File: src/rtl/hazard_unit_mc_pkg.sv
// hazard_unit_mc_pkg: shared forwarding encodings, register constants and MD defaults
package hazard_unit_mc_pkg;
  localparam logic [1:0] FWD_REG = 2'b00;
  localparam logic [1:0] FWD_WB = 2'b01;
  localparam logic [1:0] FWD_MEM = 2'b10;
  localparam logic [4:0] REG_ZERO = 5'd0;
  localparam int MD_LATENCY_DEF = 8;
  function automatic logic [1:0] fwd_sel(input logic hit_m, input logic hit_w);
    return hit_m ? FWD_MEM : hit_w ? FWD_WB : FWD_REG;
  endfunction
endpackage

File: src/rtl/hazard_unit_mc_if.sv
// hazard_unit_mc_if: pipeline-to-hazard-unit control and address bundle
interface hazard_unit_mc_if #(
  parameter int REG_W = 5,
  parameter int CNT_W = 32
);
  logic Branch_D, PcSrc_D, MdStart_D, MdStart_E, HiLoRead_D;
  logic MemToReg_E, RegWrite_E, MemToReg_M, RegWrite_M, RegWrite_W;
  logic [REG_W-1:0] Rs_D, Rt_D, Rs_E, Rt_E, WriteReg_E, WriteReg_M, WriteReg_W;
  logic Stall_F, Stall_D, Flush_D, Flush_E;
  logic ForwardA_D, ForwardB_D;
  logic [1:0] ForwardA_E, ForwardB_E;
  logic MdBusy;
  logic [CNT_W-1:0] StallCount;
  modport master (
    output Branch_D, PcSrc_D, MdStart_D, MdStart_E, HiLoRead_D,
    output MemToReg_E, RegWrite_E, MemToReg_M, RegWrite_M, RegWrite_W,
    output Rs_D, Rt_D, Rs_E, Rt_E, WriteReg_E, WriteReg_M, WriteReg_W,
    input Stall_F, Stall_D, Flush_D, Flush_E, ForwardA_D, ForwardB_D,
    input ForwardA_E, ForwardB_E, MdBusy, StallCount
  );
  modport slave (
    input Branch_D, PcSrc_D, MdStart_D, MdStart_E, HiLoRead_D,
    input MemToReg_E, RegWrite_E, MemToReg_M, RegWrite_M, RegWrite_W,
    input Rs_D, Rt_D, Rs_E, Rt_E, WriteReg_E, WriteReg_M, WriteReg_W,
    output Stall_F, Stall_D, Flush_D, Flush_E, ForwardA_D, ForwardB_D,
    output ForwardA_E, ForwardB_E, MdBusy, StallCount
  );
endinterface

File: src/rtl/hazard_unit_mc_md_scoreboard.sv
// hazard_unit_mc_md_scoreboard: down-counter tracking occupancy of the multiply/divide unit
module hazard_unit_mc_md_scoreboard
  import hazard_unit_mc_pkg::*;
#(
  parameter int MD_LATENCY = MD_LATENCY_DEF
) (
  input  logic clk,
  input  logic reset,
  input  logic start,
  output logic busy
);
  logic [7:0] md_cnt;
  // load on an op leaving E (a restart while busy simply reloads), else count down to idle
  always_ff @(posedge clk)
    md_cnt <= reset ? 8'd0 : start ? 8'(MD_LATENCY) : (md_cnt != 8'd0) ? md_cnt - 8'd1 : md_cnt;
  assign busy = md_cnt != 8'd0;
endmodule

File: src/rtl/hazard_unit_mc.sv
// hazard_unit_mc: forwarding, load-use/branch/MD stall detection and stall-cycle counter
module hazard_unit_mc
  import hazard_unit_mc_pkg::*;
#(
  parameter int REG_W = 5,
  parameter int MD_LATENCY = MD_LATENCY_DEF,
  parameter int CNT_W = 32
) (
  input logic clk,
  input logic reset,
  hazard_unit_mc_if.slave hz
);
  localparam logic [REG_W-1:0] ZR = REG_W'(REG_ZERO);
  logic md_busy, lw_stall, br_stall, md_stall, stall;
  logic e_hits_d, m_hits_d;
  logic [CNT_W-1:0] stall_cnt;
  hazard_unit_mc_md_scoreboard #(.MD_LATENCY(MD_LATENCY)) u_md (
    .clk(clk),
    .reset(reset),
    .start(hz.MdStart_E),
    .busy(md_busy)
  );
  // stall sources; an MD op still in E counts as busy because its count has not loaded yet
  always_comb begin
    e_hits_d = hz.WriteReg_E != ZR && (hz.WriteReg_E == hz.Rs_D || hz.WriteReg_E == hz.Rt_D);
    m_hits_d = hz.WriteReg_M != ZR && (hz.WriteReg_M == hz.Rs_D || hz.WriteReg_M == hz.Rt_D);
    lw_stall = hz.MemToReg_E && e_hits_d;
    br_stall = hz.Branch_D && ((hz.RegWrite_E && e_hits_d) || (hz.MemToReg_M && m_hits_d));
    md_stall = (hz.HiLoRead_D || hz.MdStart_D) && (md_busy || hz.MdStart_E);
    stall = lw_stall || br_stall || md_stall;
  end
  // operand forwarding; M is the newer result so it wins over W
  always_comb begin
    hz.ForwardA_E = fwd_sel(hz.Rs_E != ZR && hz.Rs_E == hz.WriteReg_M && hz.RegWrite_M,
                            hz.Rs_E != ZR && hz.Rs_E == hz.WriteReg_W && hz.RegWrite_W);
    hz.ForwardB_E = fwd_sel(hz.Rt_E != ZR && hz.Rt_E == hz.WriteReg_M && hz.RegWrite_M,
                            hz.Rt_E != ZR && hz.Rt_E == hz.WriteReg_W && hz.RegWrite_W);
    hz.ForwardA_D = hz.Rs_D != ZR && hz.Rs_D == hz.WriteReg_M && hz.RegWrite_M;
    hz.ForwardB_D = hz.Rt_D != ZR && hz.Rt_D == hz.WriteReg_M && hz.RegWrite_M;
  end
  // pipeline control; a stalled branch keeps its delay-slot fetch
  always_comb begin
    hz.Stall_F = stall;
    hz.Stall_D = stall;
    hz.Flush_E = stall;
    hz.Flush_D = hz.PcSrc_D && !stall;
    hz.MdBusy = md_busy;
    hz.StallCount = stall_cnt;
  end
  // count stalled cycles once each, holding at all-ones
  always_ff @(posedge clk)
    stall_cnt <= reset ? '0 : (stall && !(&stall_cnt)) ? stall_cnt + 1'b1 : stall_cnt;
endmodule

File: src/flat_wrapper.sv
// flat-port wrapper written by rule: the top's interface ports become plain ports
module hazard_unit_mc_flat import hazard_unit_mc_pkg::*;
#(
  parameter int REG_W = 5,
  parameter int MD_LATENCY = MD_LATENCY_DEF,
  parameter int CNT_W = 32
)
  (clk, reset, hz_Branch_D, hz_PcSrc_D, hz_MdStart_D, hz_MdStart_E, hz_HiLoRead_D, hz_MemToReg_E, hz_RegWrite_E, hz_MemToReg_M, hz_RegWrite_M, hz_RegWrite_W, hz_Rs_D, hz_Rt_D, hz_Rs_E, hz_Rt_E, hz_WriteReg_E, hz_WriteReg_M, hz_WriteReg_W, hz_Stall_F, hz_Stall_D, hz_Flush_D, hz_Flush_E, hz_ForwardA_D, hz_ForwardB_D, hz_ForwardA_E, hz_ForwardB_E, hz_MdBusy, hz_StallCount);
  hazard_unit_mc_if #(.REG_W(REG_W), .CNT_W(CNT_W)) hz_i ();
  input logic clk;
  input logic reset;
  input wire logic [$bits(hz_i.Branch_D)-1:0] hz_Branch_D;
  input wire logic [$bits(hz_i.PcSrc_D)-1:0] hz_PcSrc_D;
  input wire logic [$bits(hz_i.MdStart_D)-1:0] hz_MdStart_D;
  input wire logic [$bits(hz_i.MdStart_E)-1:0] hz_MdStart_E;
  input wire logic [$bits(hz_i.HiLoRead_D)-1:0] hz_HiLoRead_D;
  input wire logic [$bits(hz_i.MemToReg_E)-1:0] hz_MemToReg_E;
  input wire logic [$bits(hz_i.RegWrite_E)-1:0] hz_RegWrite_E;
  input wire logic [$bits(hz_i.MemToReg_M)-1:0] hz_MemToReg_M;
  input wire logic [$bits(hz_i.RegWrite_M)-1:0] hz_RegWrite_M;
  input wire logic [$bits(hz_i.RegWrite_W)-1:0] hz_RegWrite_W;
  input wire logic [$bits(hz_i.Rs_D)-1:0] hz_Rs_D;
  input wire logic [$bits(hz_i.Rt_D)-1:0] hz_Rt_D;
  input wire logic [$bits(hz_i.Rs_E)-1:0] hz_Rs_E;
  input wire logic [$bits(hz_i.Rt_E)-1:0] hz_Rt_E;
  input wire logic [$bits(hz_i.WriteReg_E)-1:0] hz_WriteReg_E;
  input wire logic [$bits(hz_i.WriteReg_M)-1:0] hz_WriteReg_M;
  input wire logic [$bits(hz_i.WriteReg_W)-1:0] hz_WriteReg_W;
  output wire logic [$bits(hz_i.Stall_F)-1:0] hz_Stall_F;
  output wire logic [$bits(hz_i.Stall_D)-1:0] hz_Stall_D;
  output wire logic [$bits(hz_i.Flush_D)-1:0] hz_Flush_D;
  output wire logic [$bits(hz_i.Flush_E)-1:0] hz_Flush_E;
  output wire logic [$bits(hz_i.ForwardA_D)-1:0] hz_ForwardA_D;
  output wire logic [$bits(hz_i.ForwardB_D)-1:0] hz_ForwardB_D;
  output wire logic [$bits(hz_i.ForwardA_E)-1:0] hz_ForwardA_E;
  output wire logic [$bits(hz_i.ForwardB_E)-1:0] hz_ForwardB_E;
  output wire logic [$bits(hz_i.MdBusy)-1:0] hz_MdBusy;
  output wire logic [$bits(hz_i.StallCount)-1:0] hz_StallCount;
  assign hz_i.Branch_D = hz_Branch_D;
  assign hz_i.PcSrc_D = hz_PcSrc_D;
  assign hz_i.MdStart_D = hz_MdStart_D;
  assign hz_i.MdStart_E = hz_MdStart_E;
  assign hz_i.HiLoRead_D = hz_HiLoRead_D;
  assign hz_i.MemToReg_E = hz_MemToReg_E;
  assign hz_i.RegWrite_E = hz_RegWrite_E;
  assign hz_i.MemToReg_M = hz_MemToReg_M;
  assign hz_i.RegWrite_M = hz_RegWrite_M;
  assign hz_i.RegWrite_W = hz_RegWrite_W;
  assign hz_i.Rs_D = hz_Rs_D;
  assign hz_i.Rt_D = hz_Rt_D;
  assign hz_i.Rs_E = hz_Rs_E;
  assign hz_i.Rt_E = hz_Rt_E;
  assign hz_i.WriteReg_E = hz_WriteReg_E;
  assign hz_i.WriteReg_M = hz_WriteReg_M;
  assign hz_i.WriteReg_W = hz_WriteReg_W;
  assign hz_Stall_F = hz_i.Stall_F;
  assign hz_Stall_D = hz_i.Stall_D;
  assign hz_Flush_D = hz_i.Flush_D;
  assign hz_Flush_E = hz_i.Flush_E;
  assign hz_ForwardA_D = hz_i.ForwardA_D;
  assign hz_ForwardB_D = hz_i.ForwardB_D;
  assign hz_ForwardA_E = hz_i.ForwardA_E;
  assign hz_ForwardB_E = hz_i.ForwardB_E;
  assign hz_MdBusy = hz_i.MdBusy;
  assign hz_StallCount = hz_i.StallCount;
  hazard_unit_mc #(.REG_W(REG_W), .MD_LATENCY(MD_LATENCY), .CNT_W(CNT_W)) u_core (.clk(clk), .reset(reset), .hz(hz_i));
endmodule
File: config.mk
export PLATFORM = sky130hd
export DESIGN_NAME = hazard_unit_mc_flat
export DESIGN_NICKNAME = d
export VERILOG_FILES = /design/src/rtl/hazard_unit_mc_pkg.sv /design/src/rtl/hazard_unit_mc_if.sv /design/src/rtl/hazard_unit_mc_md_scoreboard.sv /design/src/rtl/hazard_unit_mc.sv /design/src/flat_wrapper.sv
export SDC_FILE = /design/constraint.sdc
export NUM_CORES = 1
export LEC_CHECK = 0
export BUFFER_PORTS_ARGS = -buffer_cell sky130_fd_sc_hd__buf_2
export CAP_MARGIN = 20
export CORE_MARGIN = 5
export CORE_UTILIZATION = 32
export DETAILED_ROUTE_END_ITERATION = 12
export GPL_ROUTABILITY_DRIVEN = 0
export SLEW_MARGIN = 30
export SYNTH_ARGS = -nofsm -noshare
export SYNTH_HDL_FRONTEND = slang
export SYNTH_SLANG_ARGS = --single-unit
export TNS_END_PERCENT = 20
File: constraint.sdc
create_clock -name clk -period 3 [get_ports clk]
set_clock_uncertainty 0.1 [all_clocks]
set_input_delay 0.45 -clock clk [delete_from_list [all_inputs] [get_ports clk]]
set_output_delay 0.45 -clock clk [all_outputs]
set_load 0.02 [all_outputs]
**Word-level counts from Yosys, hierarchy flattened**

Index checks and enable logic that the tools add are counted.

- Shifts and indexed selects: 0
- Equality and inequality tests: 10
- Div/mod/pow operators: 0
- Multipliers: 0
- Bitwise operators: 0
- Reduce and logical (&&, ||, !) cells: 40
- Order comparisons: 0
- Add/sub/neg operators: 2
- Mux-type cells: 6

Operators with widths:

| cell | number |
|---|---|
| 5-bit equality test | 10 |
| 32-bit by 1-bit adder with 32-bit output (second input constant) | 1 |
| 32-bit AND reduction | 1 |
| 5-bit nonzero test | 6 |
| 1-bit logical AND | 21 |
| 4-bit 2-to-1 mux | 2 |
| 8-bit nonzero test | 1 |
| 8-bit by 1-bit subtractor with 8-bit output (second input constant) | 1 |
| 1-bit logical OR | 7 |
| 2-bit 2-to-1 mux | 2 |
| 1-bit logical NOT | 2 |
| 1-bit 2-to-1 mux | 2 |
| 2-bit nonzero test | 1 |
| 2-bit OR reduction | 1 |

- Bits in registers: 40
- Output and inout port bits: 43
- Input port bits: 47
- Memory bits (read-only): 0
- Bits in latches: 0
- Memories kept: 0
- Logic and storage cells: 61
- Memory bits (writable): 0

**Logic depth before layout (Yosys ltp)**

- Word-level depth: 10
- Mapped depth: 12
- Gate-level depth less buffers: 9

**By module**

Synthesis repeated with hierarchy kept, for this count alone.

- Cells, all modules: 329
- Area total of the unflattened synthesis: 2691.3 um^2

Modules (own cells, without submodules):

| module | sequential area each (um^2) | instances | cells each | area each (um^2) |
|---|---|---|---|---|
| hazard_unit_mc | 640.6 | 1 | 283 | 2285.9 |
| hazard_unit_mc_md_scoreboard | 160.2 | 1 | 46 | 405.4 |

**Worst setup path before layout**

Ideal clock, no wire load.

- Kind: register to output
- From: register u_core.u_md.md_cnt[3]
- To: output hz_Flush_D
- Buffers on the path: 3
- Setup slack: 0.247 ns
- Data arrival time: 2.203 ns
- Cell stages (with the launch flop): 9
- Required time: 2.450 ns
- Cell sequence: dfxtp_1 or4_1 or3_1 buf_2 o22ai_2 and3_4 buf_6 buf_2 and2_1

- Cells in the longest elaborated chain, start to end: 6

Ends and longest elaborated chain:

| element | RTL line | source |
|---|---|---|
| start: declaration | hazard_unit_mc_md_scoreboard.sv:12 | `logic [7:0] md_cnt;` |
| start signal: assignment | hazard_unit_mc_md_scoreboard.sv:15 | `md_cnt <= reset ? 8'd0 : start ? 8'(MD_LATENCY) : (md_cnt != 8'd0) ? md_cnt - 8'd1 : md_cnt;` |
| 8-bit nonzero test | hazard_unit_mc_md_scoreboard.sv:16 | `assign busy = md_cnt != 8'd0;` |
| net hz_MdBusy | flat_wrapper.sv:37 | `output wire logic [$bits(hz_i.MdBusy)-1:0] hz_MdBusy;` |
| 1-bit logical OR | hazard_unit_mc.sv:29 | `md_stall = (hz.HiLoRead_D \|\| hz.MdStart_D) && (md_busy \|\| hz.MdStart_E);` |
| 1-bit logical AND | hazard_unit_mc.sv:29 |  |
| 1-bit logical OR | hazard_unit_mc.sv:30 | `stall = lw_stall \|\| br_stall \|\| md_stall;` |
| 1-bit logical NOT | hazard_unit_mc.sv:46 | `hz.Flush_D = hz.PcSrc_D && !stall;` |
| 1-bit logical AND | hazard_unit_mc.sv:46 |  |
| end: declaration | flat_wrapper.sv:31 | `output wire logic [$bits(hz_i.Flush_D)-1:0] hz_Flush_D;` |

The timed path passes the listed nets, and every way through them passes these cells.

**Final worst setup path**

- From: register u_core.u_md.md_cnt[3]
- To: output hz_Flush_D

- Cells in the longest elaborated chain, start to end: 6

Ends and longest elaborated chain:

| element | RTL line |
|---|---|
| 8-bit nonzero test | hazard_unit_mc_md_scoreboard.sv:16 |
| 1-bit logical OR | hazard_unit_mc.sv:29 |
| 1-bit logical AND | hazard_unit_mc.sv:29 |
| 1-bit logical OR | hazard_unit_mc.sv:30 |
| 1-bit logical NOT | hazard_unit_mc.sv:46 |
| 1-bit logical AND | hazard_unit_mc.sv:46 |

No other way between the ends.

==> metrics.txt <==
outcome=complete, no violations; Mapped Area=0.002726 mm2; wire per inst=14.73 um; drc violations=0; CP Cell Sequence=or4_1, or3_1, o22ai_2, and3_4, and2_1, buf_2; quantity of gates resized following cts=0; flops & latches, synth=40; post-synthesis simple-gate area fraction=0.3235; Post-CTS Setup Repair Bufs=0; CTS tree=built; IO Port Bufs=89; top-area cell type share of the netlist area=0.2937; grt met1 use=0.1934; Async SR Flop Fraction=0; Synth top cells by count=dfxtp_1 (40), xnor2_1 (31), a21oi_1 (28), or4_1 (24), nor2_1 (23); internal power=1.072 mW; CTS Sinks=40; VDD IR-drop max=0.3785 mV; Slew Limit Fails=0; number of max-cap violations=0; H-Tree Depth=2; worst skew pair latency=0.29 ns; Synth Area per Inst=8.066 um2; count leader, synth=dfxtp_1; met2 Track Usage GR=0.2334; number of global-route vias before repair=2,547; DRT iter0 DRCs=114; combinational power share=0.414; P_leak=1.294 nW; Reg power frac=0.365; CP max-delay cell=or4_1; grt ovf=0; GR Util All Layers=0.1431; final worst-path cycle share=0.9563; Clk pwr share=0.221; pin count of the biggest net entering global routing=42; Die Width=102.3 um; die height=102.3 um; Fin Setup TNS=0 ns; GR Layer Usage met3=0.03891; main combinational cell family by area after synthesis=simple AND/OR/NAND/NOR gates; initial antenna violation count=0; Post-Syn Nets=387; # rows=33; Crit Path Max Fanout=5; P&R area growth vs syn=23.27%; via/cell ratio=5.311; Synth Area in XOR/XNOR=0.1478; Ant. Diodes=0; dpl hpwl=5.819 mm; hold-fix buffers at CTS=0; Main synth FF type=dfxtp_1; pwr dens=513.4 mW/mm2; Routed WL=7.778 mm; Power, Total=1.725 mW; total CTS buffers=5; Synth Area in Compound Gates=0.1469; layout cells sized above 1=0.3002; gr busiest metal=met2; post-synthesis mux area share=0.02341; Die ar.=0.01047 mm2; Achievable Freq=348.6 MHz; Nets=471; max_slew headroom=0.4969; root buffer cell=clkbuf_8; DRT Pass-1 Iters=4; RSZ-0062 raised after global routing=false; worst hold margin=0.3033 ns; Switching Share=0.3786; Critical Path Sink Type=output port; Starting Density=0.3302; clock-pin slew on the worst setup and hold paths=0.08 ns; post-synthesis cell count=338; CP Launch Type=flop; Yosys Warn Count=0; largest area contributor in the netlist=dfxtp_1; sequential fraction of the synthesis area=0.2937; final setup fails=0; Worst Tran Pin Value=0.7547 ns; Fin. Hold Viols=0; r2r startpoint=u_core.u_md.md_cnt[3]$_SDFFE_PP0P_; worst hold start=hz_MdStart_E; Via Count=2,804; WP data arrival=2.32 ns; crit path kind=flop to output port; ranking of synthesized cells by area=dfxtp_1 (29%), xnor2_1 (10%), or4_1 (6.6%); Post-Synth Adder-Cell Area=0.009179; post-route minimum period=2.869 ns; Net Sw Power=653.3 uW; slowest stage delay, CP=0.54 ns; number of synthesized flops with an enable pin=0; post-route ant nets=0; Cell variety after synth=47; top-level I/O count=90; deepest clock path buffer count=2; global-route wire length before repair=12.25 mm; worst hold path type=input port to flop; core area=0.008258 mm2; WP data required=2.45 ns; Critical path origin=u_core.u_md.md_cnt[3]$_SDFFE_PP0P_
-- flip-flops by register name, summed over array words and instances, names as in the netlist --
name,count
u_core.hz.StallCount,32
u_core.u_md.md_cnt,8
-- worst max-delay path: cells and delay by family (launching register included) --
family | cells | cell delay [ns]
AOI/OAI and AO/OA | 1 | 0.17
DFF | 1 | 0.35
and+or+nand+nor | 4 | 1.35
buffers and inverters | 1 | 0.16
-- metal layers --
metal	wire length (um)	up-vias
li1	-	1418
met1	3550	1298
met2	3586	83
met3	596	5
met4	45	0
met5	0	-
-- through the flow --
stage | worst slack, ns | cell area (um2) | std cells | utilization
final | 0.1311 | 3361 | 528 | 0.4070
after floorplan | 0.2473 | 2726 | 338 | -
after global placement | 0.3898 | 3231 | 515 | 0.3912
after global routing | 0.0004019 | 3361 | 528 | 0.4070
after detailed placement | 0.3129 | 3231 | 515 | 0.3912
after CTS | 0.03179 | 3323 | 523 | 0.4024
-- cells in the final DEF (no fill, tap or decap), drive strengths merged, types with 2 or more instances in the layout --
cell type  instances
buf              100
dfxtp             40
xnor2             31
a21oi             29
nor2              25
or4               24
nand3             20
o31ai             18
nand2             18
xor2              15
or3               12
nand4             11
nor3              11
o21ai              9
nor4               6
and4               6
clkbuf             6
and3               6
nor2b              5
inv                5
mux2               5
nand2b             2
a21o               2
and2               2
nor3b              2
ha                 2
clkinv             2
-- power by group through the flow --
| stage | clock network [mW] | registers [mW] | logic (mW) |
|---|---|---|---|
| 2_1_floorplan | 0 | 0.644 | 0.531 |
| 3_3_place_gp | 0 | 0.639 | 0.662 |
| 3_5_place_dp | 0 | 0.642 | 0.674 |
| 4_1_cts | 0.391 | 0.630 | 0.678 |
| 5_1_grt | 0.416 | 0.640 | 0.798 |
| 6_report | 0.381 | 0.630 | 0.715 |
-- final timing paths --
check | slack, ns | depth (start not counted) | end
max | 0.13 | 6 | hz_Flush_D
min | 0.30 | 2 | u_core.u_md.md_cnt[0]$_SDFFE_PP0P_
min reg2reg | 0.39 | 2 | u_core.hz.StallCount[29]$_SDFFE_PP0P_
max reg2reg | 0.34 | 8 | u_core.hz.StallCount[28]$_SDFFE_PP0P_
-- cell families after synthesis --
logic type	count (synthesis)
buffers and inverters	30
DFF	40
AOI/OAI and AO/OA	64
xor gates and xnor gates	46
and+or+nand+nor	151
adders and majority gates	2
muxes	5
-- final cells by class --
cell class                      count  area (um2)
Fill cell                         846        4897
Multi-Input combinational cell    270        1789
Sequential cell                    40       800.8
Timing Repair Buffer              100       528.0
Tap cell                          105       131.4
Clock buffer                        6       82.58
Inverter                            5       18.77
Clock inverter                      2       10.01
(Power assumes the default switching activity.)
